`config.mk`:
```
export PLATFORM = sky130hd
export DESIGN_NAME = counter_mod_updown_flat
export DESIGN_NICKNAME = d
export VERILOG_FILES = /design/src/rtl/counter_mod_updown_pkg.sv /design/src/rtl/counter_mod_updown_if.sv /design/src/rtl/counter_mod_updown_next_state.sv /design/src/rtl/counter_mod_updown.sv /design/src/flat_wrapper.sv
export SDC_FILE = /design/constraint.sdc
export NUM_CORES = 1
export LEC_CHECK = 0
export ABC_AREA = 0
export CAP_MARGIN = 20
export CORE_AREA = 2 2 39 41
export DETAILED_ROUTE_END_ITERATION = 6
export DIE_AREA = 0 0 41 43
export GPL_TIMING_DRIVEN = 0
export PLACE_DENSITY = 0.54
export SLEW_MARGIN = 30
export SYNTH_ARGS = -nofsm -noshare
export SYNTH_HDL_FRONTEND = slang
export SYNTH_SLANG_ARGS = --single-unit
```
`constraint.sdc`:
```
create_clock -name clk -period 2.6 [get_ports clk]
set_input_delay 0.78 -clock clk [delete_from_list [all_inputs] [get_ports clk]]
set_output_delay 0.78 -clock clk [all_outputs]
set_load 0.01 [all_outputs]
```
`src/rtl/counter_mod_updown_pkg.sv`:
```
// Shared constants for the modulo up/down counter family.
package counter_mod_updown_pkg;

  localparam logic DIR_UP = 1'b1;
  localparam logic DIR_DN = 1'b0;

  localparam int unsigned MODE_WRAP = 0;
  localparam int unsigned MODE_SAT  = 1;

  localparam int unsigned DEF_WIDTH   = 4;
  localparam int unsigned DEF_MODULUS = 16;

endpackage

```
`src/rtl/counter_mod_updown_if.sv`:
```
// Control/status bundle of one counter stage; master drives controls, slave (counter) drives status.
interface counter_mod_updown_if
  import counter_mod_updown_pkg::*;
#(
  parameter int unsigned WIDTH = DEF_WIDTH
) ();

  logic             en;
  logic             up_dn;
  logic             load;
  logic [WIDTH-1:0] d;
  logic [WIDTH-1:0] q;
  logic             tc;
  logic             wrap;

  modport master (
    output en, up_dn, load, d,
    input  q, tc, wrap
  );

  modport slave (
    input  en, up_dn, load, d,
    output q, tc, wrap
  );

endinterface

```
`src/rtl/counter_mod_updown_next_state.sv`:
```
// Combinational next-count, wrap-flag and terminal-count logic for one counter stage.
module counter_mod_updown_next_state
  import counter_mod_updown_pkg::*;
#(
  parameter int unsigned WIDTH    = DEF_WIDTH,
  parameter int unsigned MODULUS  = DEF_MODULUS,
  parameter int unsigned SATURATE = MODE_WRAP
) (
  input  logic             i_en,
  input  logic             i_up_dn,
  input  logic             i_load,
  input  logic [WIDTH-1:0] i_d,
  input  logic [WIDTH-1:0] i_q,
  output logic [WIDTH-1:0] o_q_next_c,
  output logic             o_wrap_next_c,
  output logic             o_tc_c
);

  // Top of range; MODULUS may be 2^WIDTH so the load compare needs one extra bit.
  localparam logic [WIDTH-1:0] MAX_Q   = WIDTH'(MODULUS - 1);
  localparam logic [WIDTH:0]   MOD_EXT = (WIDTH+1)'(MODULUS);

  logic w_at_max;
  logic w_at_min;
  logic w_d_over;

  assign w_at_max = (i_q == MAX_Q);
  assign w_at_min = (i_q == '0);
  assign w_d_over = ({1'b0, i_d} >= MOD_EXT);

  // Terminal count: this enabled edge would cross the boundary in the current direction.
  assign o_tc_c = i_en & (((i_up_dn == DIR_UP) & w_at_max) | ((i_up_dn == DIR_DN) & w_at_min));

  // Priority load > count > hold; explicit boundary compares even for power-of-two moduli.
  always_comb begin
    o_q_next_c    = i_q;
    o_wrap_next_c = 1'b0;
    if (i_load) begin
      o_q_next_c = w_d_over ? MAX_Q : i_d;
    end else if (i_en) begin
      if (i_up_dn == DIR_UP) begin
        if (!w_at_max) begin
          o_q_next_c = i_q + WIDTH'(1);
        end else if (SATURATE != MODE_SAT) begin
          o_q_next_c    = '0;
          o_wrap_next_c = 1'b1;
        end
      end else begin
        if (!w_at_min) begin
          o_q_next_c = i_q - WIDTH'(1);
        end else if (SATURATE != MODE_SAT) begin
          o_q_next_c    = MAX_Q;
          o_wrap_next_c = 1'b1;
        end
      end
    end
  end

endmodule

```
`src/rtl/counter_mod_updown.sv`:
```
// Modulo-N up/down counter stage: count/wrap registers around the next-state block.
module counter_mod_updown
  import counter_mod_updown_pkg::*;
#(
  parameter int unsigned WIDTH    = DEF_WIDTH,
  parameter int unsigned MODULUS  = DEF_MODULUS,
  parameter int unsigned SATURATE = MODE_WRAP,
  parameter int unsigned RST_VAL  = 0
) (
  input  logic                 clk,
  input  logic                 rst,
  counter_mod_updown_if.slave  bus
);

  logic [WIDTH-1:0] r_q;
  logic             r_wrap;
  logic [WIDTH-1:0] w_q_next;
  logic             w_wrap_next;
  logic             w_tc;

  counter_mod_updown_next_state #(
    .WIDTH    (WIDTH),
    .MODULUS  (MODULUS),
    .SATURATE (SATURATE)
  ) u_next (
    .i_en          (bus.en),
    .i_up_dn       (bus.up_dn),
    .i_load        (bus.load),
    .i_d           (bus.d),
    .i_q           (r_q),
    .o_q_next_c    (w_q_next),
    .o_wrap_next_c (w_wrap_next),
    .o_tc_c        (w_tc)
  );

  // Count and wrap-pulse registers; reset overrides any load/step and clears a pending wrap.
  always_ff @(posedge clk) begin
    if (rst) begin
      r_q    <= WIDTH'(RST_VAL);
      r_wrap <= 1'b0;
    end else begin
      r_q    <= w_q_next;
      r_wrap <= w_wrap_next;
    end
  end

  assign bus.q    = r_q;
  assign bus.wrap = r_wrap;
  assign bus.tc   = w_tc;

endmodule
```
`src/flat_wrapper.sv`:
```
// flat-port wrapper written by rule: the top's interface ports become plain ports
module counter_mod_updown_flat import counter_mod_updown_pkg::*;
#(
  parameter int unsigned WIDTH    = DEF_WIDTH,
  parameter int unsigned MODULUS  = DEF_MODULUS,
  parameter int unsigned SATURATE = MODE_WRAP,
  parameter int unsigned RST_VAL  = 0
)
  (clk, rst, bus_en, bus_up_dn, bus_load, bus_d, bus_q, bus_tc, bus_wrap);
  counter_mod_updown_if #(.WIDTH(WIDTH)) bus_i ();
  input  logic clk;
  input  logic rst;
  input wire logic [$bits(bus_i.en)-1:0] bus_en;
  input wire logic [$bits(bus_i.up_dn)-1:0] bus_up_dn;
  input wire logic [$bits(bus_i.load)-1:0] bus_load;
  input wire logic [$bits(bus_i.d)-1:0] bus_d;
  output wire logic [$bits(bus_i.q)-1:0] bus_q;
  output wire logic [$bits(bus_i.tc)-1:0] bus_tc;
  output wire logic [$bits(bus_i.wrap)-1:0] bus_wrap;
  assign bus_i.en = bus_en;
  assign bus_i.up_dn = bus_up_dn;
  assign bus_i.load = bus_load;
  assign bus_i.d = bus_d;
  assign bus_q = bus_i.q;
  assign bus_tc = bus_i.tc;
  assign bus_wrap = bus_i.wrap;
  counter_mod_updown #(.WIDTH(WIDTH), .MODULUS(MODULUS), .SATURATE(SATURATE), .RST_VAL(RST_VAL)) u_core (.clk(clk), .rst(rst), .bus(bus_i));
endmodule
```
==> results of run 1 <==
## placed cells by master, fill, tap and decap left out
cell	n
a211o_1	1
a21oi_1	5
a31oi_1	1
and2_1	1
and3_1	1
buf_2	2
clkbuf_1	2
clkbuf_4	3
clkdlybuf4s50_1	11
dfxtp_1	4
dfxtp_2	1
ha_1	2
inv_1	4
inv_2	1
mux2_2	1
mux2i_1	1
nand2_1	4
nand2b_1	1
nand4_1	1
nor2_1	4
nor2b_1	1
nor3b_1	2
o2111ai_1	1
o21a_1	1
o21ai_0	5
o21ai_2	1
or3b_4	1
or4_1	1
xnor2_1	2
## cell type report
type / instances / area (um^2)
Fill cell: 142 / 845
Clock buffer: 4 / 26.3
Timing Repair Buffer: 13 / 120
Tap cell: 16 / 20.0
Inverter: 5 / 18.8
Multi-Input combinational cell: 38 / 249
Sequential cell: 5 / 101
Buffer: 1 / 3.75
## sequential cells by signal (all words and copies together), names as in the netlist
register	cells
u_core.bus.wrap	1
u_core.bus.q	4
## per-stage QoR
stage / std cells / utilization (%) / setup TNS, ps / hold WS (ps)
after floorplan: 49 / - / 0 / 652
after CTS: 82 / 38.9 / 0 / 698
final: 82 / 39.0 / 0 / 696
after global placement: 78 / 37.3 / -860 / 671
after detailed placement: 78 / 37.3 / -870 / 666
after global routing: 82 / 39.0 / 0 / 744
## worst max path at each step
stage | from | to | slack [ps] | depth (start not counted)
after floorplan | bus_up_dn | bus_tc | 260 | 3
after global placement | bus_up_dn | bus_tc | -860 | 5
after detailed placement | bus_up_dn | bus_tc | -870 | 5
after CTS | u_core.bus.q[0]$_SDFFE_PP0P_ | bus_tc | 50 | 6
after global routing | u_core.bus.q[0]$_SDFFE_PP0P_ | bus_tc | 20 | 6
final | bus_up_dn | bus_tc | 60 | 5
## power by group
| part | total (mW) | internal [mW] | switching (mW) |
|---|---|---|---|
| Sequential | 0.0918 | 0.0825 | 0.00933 |
| Combinational | 0.0673 | 0.0384 | 0.0288 |
| Clock | 0.0965 | 0.0584 | 0.0381 |
| Total | 0.256 | 0.179 | 0.0762 |
## critical path, cell delays in order
cell,delay [ps]
buf_2,140
or3b_4,380
o21ai_2,150
and2_1,160
buf_2,140
## cell families after synthesis
logic type | Yosys count | synth area share [%]
fa+ha+maj | 2 | 6.85
compound gates | 15 | 23.6
xor+xnor | 2 | 4.80
mux | 2 | 5.82
buf+inv | 6 | 6.16
flops | 5 | 27.4
simple gates | 17 | 25.3
## per-layer routing
metal / routed length, um / global-route usage [%] / part of all wire, % / vias up
met5: 0 / 0 / 0 / -
met4: 22 / 8.00 / 2.4 / 0
met3: 75 / 5.76 / 8.3 / 3
met2: 349 / 14.7 / 39 / 16
met1: 452 / 17.6 / 50 / 166
li1: - / - / - / 208
## what timing repair did
action                                  in CTS  in global routing
endpoints found under the setup margin       1                  1
resized for setup                           11                  1
pin swaps                                    1                  0
==> out/qor.yml, run 1 <==
synth_cell_types: 24
wire_per_inst_um: 11.0
final.setup.worst_slack_ps: 64.5
synth-edff-count: 0
cts_buffer_depth: 2
firstDrtPassIters: 4
clk_pin_slew_ps: 50
synth_area_leaders: "dfxtp_1 27%, o21ai_0 8.2%, a21oi_1 6.8%"
reg2reg_from: "u_core.bus.q[2]$_SDFFE_PP0P_"
hpwl_um: 653
arrival_ps: 1760
ys_ff_latch: 5
initial_core_util_pct: 26.4
final-setup-viol-count: 0
core_um2: 1380
grt_max_degree: 10
dieArea_um2: 1760
vias: 393
pre_cts_slack_ps: -870
cp_max_fo: 6
antenna_left: 0
synth_area_leader_cell: "dfxtp_1"
antennaDiodeCount: 0
hold_path_class: "flip-flop to flip-flop"
grt_setup_unrepaired: "false"
required_ps: 1820
vdd_drop_max_mv: 0.163
cts_htree_levels: 1
async_reset_ff_share_pct: 0
rows: 14
root_buffer: "clkbuf_4"
finalPower_mw: 0.256
maxCapViolCount: 0
io_buffers: 13
drc: 0
num_io_pins: 15
worstRegToRegCells: 4
gp_congestion: 0.744
grt_usage_pct: 12.5
drive_above_1_share_pct: 15.2
netlist_area_um2: 365
period_share_pct: 97.5
regToRegSetupSlack_ps: 1090
synth_flop_cell: "dfxtp_1"
drtIter0Drc: 4
critPathKind: "input port to output port"
worstSetupStartpointType: "input port"
wirelength_um: 900
synth_top_area_share_pct: 27.4
min_path_cells: 2
hold_start: "u_core.bus.q[2]$_SDFFE_PP0P_"
numCtsBuffers: 3
clock-sinks: 5
r2r-end: "u_core.bus.q[3]$_SDFFE_PP0P_"
synthTopCellsByCount: "6 x o21ai_0, 5 x a21oi_1, 5 x dfxtp_1"
end_kind: "output port"
grt_pass1_vias: 333
finalCriticalPeriod_ps: 2540
insertion_delay_ps: 250
slew_headroom_pct: 77.3
layout.nets: 78
p_leak_nw: 0.212
hold_viol_final: 0
dieWidth_um: 41
outcome: "completed"
ys_seq_area_share_pct: 27.4
postLayoutCellArea_um2: 539
ctsHoldBuffers: 0
post-cts-setup-buffers: 0
worstMarginPinSlew_ps: 341
timing.fmax_mhz: 394
cts_tree: "yes"
fin_skew_ps: 0.988
whs_endpoint: "u_core.bus.q[2]$_SDFFE_PP0P_"
place_area_um2: 515
avgSynthCellArea_um2: 7.46
grt_first_pass_wirelength_um: 1460
syn_nets: 60
die_y_um: 43
grt-ovfl-total: 0
drv_slew: 0
p_per_area_nw_per_um2: 474
netlist_instances: 49
syn2layout_area_growth_pct: 47.6
grt_antenna_before_repair: 0
synthMostInstantiatedCell: "o21ai_0"
ys.warnings.count: 0
routed_via_density: 4.79
(Power assumes the default switching activity.)
==> inputs of run 2 (changes only) <==
--- a/config.mk
+++ b/config.mk
@@ -10,7 +10,6 @@
 export CORE_AREA = 2 2 39 41
 export DETAILED_ROUTE_END_ITERATION = 6
 export DIE_AREA = 0 0 41 43
-export GPL_TIMING_DRIVEN = 0
 export PLACE_DENSITY = 0.54
 export SLEW_MARGIN = 30
 export SYNTH_ARGS = -nofsm -noshare
==> run 2 against run 1 <==
Global-route usage rose by 0.90 points. Clock power fell by 9.5%. Die area did not move. Non-clock buffer count rose by 8. Worst hold slack got worse by 13 ps. Setup slack improved by 19 ps. Clock skew rose by 0.67 ps. Via count rose by 8.4%. Sequential share of layout area fell by 2.4 points. Cell count rose by 9.8%. Routed wire length fell by 2.1%. Register-to-register slack got worse by 30 ps. Critical path type unchanged. Critical endpoint unchanged. Largest cell class unchanged. Largest power group unchanged.
==> out/qor.yml, run 2 (synthesis gave the netlist of run 1 again) <==
vias: 426  # was 393
syn2layout_area_growth_pct: 66.8  # was 47.6%
final_cell_mix: "12 x clkdlybuf4s50_1, 8 x buf_4, 5 x o21ai_0, 5 x a21oi_1, 5 x dfxtp_1"  # was 11 x clkdlybuf4s50_1, 5 x o21ai_0, 5 x a21oi_1
holdWs_ps: 684  # was 696 ps
period_share_pct: 96.8  # was 97.5%
vdd_drop_max_mv: 0.228  # was 0.163 mV
cts_htree_levels: 1  # unchanged
die_y_um: 43  # unchanged
slew_headroom_pct: 82.1  # was 77.3%
rows: 14  # unchanged
seqCellArea_um2: 100  # was 101 um^2
clock-sinks: 5  # unchanged
timing.fmax_mhz: 397  # was 394 MHz
min_path_cells: 2  # unchanged
whs_endpoint: "u_core.bus.q[2]$_SDFFE_PP0P_"  # unchanged
io_buffers: 14  # was 13
critPathKind: "input port to output port"  # unchanged
grt_usage_pct: 13.4  # was 12.5%
hold_path_class: "flip-flop to flip-flop"  # unchanged
layout.nets: 86  # was 78
finalCriticalPeriod_ps: 2520  # was 2540 ps
core_um2: 1380  # unchanged
r2r-end: "u_core.bus.q[3]$_SDFFE_PP0P_"  # unchanged
wirelength_um: 881  # was 900 um
outcome: "completed"  # unchanged
drc: 0  # unchanged
grt_antenna_before_repair: 0  # unchanged
grt_setup_unrepaired: "false"  # unchanged
layout_commonest_cell: "clkdlybuf4s50_1"  # unchanged
pre_cts_slack_ps: -722  # was -870 ps
dieArea_um2: 1760  # unchanged
antennaDiodeCount: 0  # unchanged
worstMarginPinSlew_ps: 268  # was 341 ps
numCtsBuffers: 3  # unchanged
p_per_area_nw_per_um2: 428  # was 474 nW/um^2
hold_start: "u_core.bus.q[2]$_SDFFE_PP0P_"  # unchanged
cp_max_fo: 2  # was 6
final.setup.worst_slack_ps: 83.6  # was 64.5 ps
arrival_ps: 1740  # was 1760 ps
fin_skew_ps: 1.66  # was 0.988 ps
hpwl_um: 736  # was 653 um
regToRegSetupSlack_ps: 1060  # was 1090 ps
wire_per_inst_um: 9.79  # was 11.0 um
hold_viol_final: 0  # unchanged
end_kind: "output port"  # unchanged
p_leak_nw: 0.253  # was 0.212 nW
dieWidth_um: 41  # unchanged
num_io_pins: 15  # unchanged
required_ps: 1820  # about the same
antenna_left: 0  # unchanged
multi_input_area_um2: 249  # unchanged
drive_above_1_share_pct: 21.6  # was 15.2%
cts_tree: "yes"  # unchanged
drtIter0Drc: 10  # was 4
grt_pass1_vias: 400  # was 333
gp_congestion: 0.732  # was 0.744
clk_pin_slew_ps: 40  # was 50 ps
final_core_util_pct: 44.0  # was 39.0%
cts_buffer_depth: 2  # unchanged
grt_max_degree: 10  # unchanged
reg2reg_from: "u_core.bus.q[2]$_SDFFE_PP0P_"  # unchanged
grt_first_pass_wirelength_um: 1550  # was 1460 um
worstSetupStartpointType: "input port"  # unchanged
maxCapViolCount: 0  # unchanged
grt-ovfl-total: 0  # unchanged
post-cts-setup-buffers: 0  # unchanged
routed_via_density: 4.73  # was 4.79
initial_core_util_pct: 26.4  # unchanged
root_buffer: "clkbuf_4"  # unchanged
worstRegToRegCells: 4  # unchanged
finalPower_mw: 0.261  # was 0.256 mW
firstDrtPassIters: 4  # unchanged
insertion_delay_ps: 240  # was 250 ps
nFillCells: 144  # was 142
largest_reg_flops: 4  # unchanged
drv_slew: 0  # unchanged
final-setup-viol-count: 0  # unchanged
-- run 2: changes by cell type in the layout (fill, tap and decap cells not counted) --
cell,before,now
buf_4,0,8
buf_2,2,1
clkbuf_1,2,1
clkdlybuf4s15_1,0,1
clkdlybuf4s50_1,11,12
dfxtp_1,4,5
dfxtp_2,1,0
-- run 2: stage by stage --
| stage | TNS (ps) | cell area [um^2] | std cells |
|---|---|---|---|
| after floorplan | 0 | 365 | 49 |
| after global placement | -714 | 582 | 86 |
| after detailed placement | -722 | 582 | 86 |
| after CTS | 0 | 609 | 90 |
| after global routing | 0 | 609 | 90 |
| final | 0 | 609 | 90 |
-- run 2: layout make-up --
class / instances / area share (%)
clock buffers: 4 / 4.31
flip-flops and latches: 5 / 16.4
well taps: 16 / 3.29
inverters: 5 / 3.08
repair buffers: 22 / 32.0
multi-input cells: 38 / 40.9
-- run 2: worst max-delay path by stage --
stage | from | to | slack [ps] | cells after the start
6_report | bus_up_dn | bus_tc | 80 | 5
3_3_place_gp | bus_up_dn | bus_tc | -710 | 5
2_1_floorplan | bus_up_dn | bus_tc | 260 | 3
4_1_cts | bus_up_dn | bus_tc | 40 | 5
3_5_place_dp | bus_up_dn | bus_tc | -720 | 5
5_1_grt | bus_up_dn | bus_tc | 10 | 5
-- run 2: metal layers --
layer | routed length, um | GRT usage [%] | up-vias
li1 | - | - | 222
met4 | 10 | 10.0 | 0
met3 | 63 | 4.71 | 2
met1 | 394 | 17.0 | 187
met5 | 0 | 0 | -
met2 | 412 | 17.8 | 15
-- run 2: repair_timing --
action,4_1_cts,5_1_grt
gates resized for setup,9,0
hold buffers,0,0
endpoints found under the hold margin,0,0
endpoints found under the setup margin,1,1
pin swaps,3,3
-- run 2: worst max-delay path, cell delays in order --
cell and delay (ps):
clkdlybuf4s15_1 180, or3b_4 380, o21ai_2 130, and2_1 140
buf_2 120
-- run 2: power by group --
part           switching, mW  internal [mW]  total [mW]
Combinational         0.0357         0.0508      0.0865
Clock                 0.0294         0.0579      0.0873
Sequential           0.00452         0.0823      0.0868
==> inputs of run 3 (changes only) <==
--- a/config.mk
+++ b/config.mk
@@ -15,3 +15,4 @@
 export SYNTH_ARGS = -nofsm -noshare
 export SYNTH_HDL_FRONTEND = slang
 export SYNTH_SLANG_ARGS = --single-unit
+export TNS_END_PERCENT = 100
==> results of run 3 <==
Same layout as run 2: the final DEF is identical, and so are final timing and power.
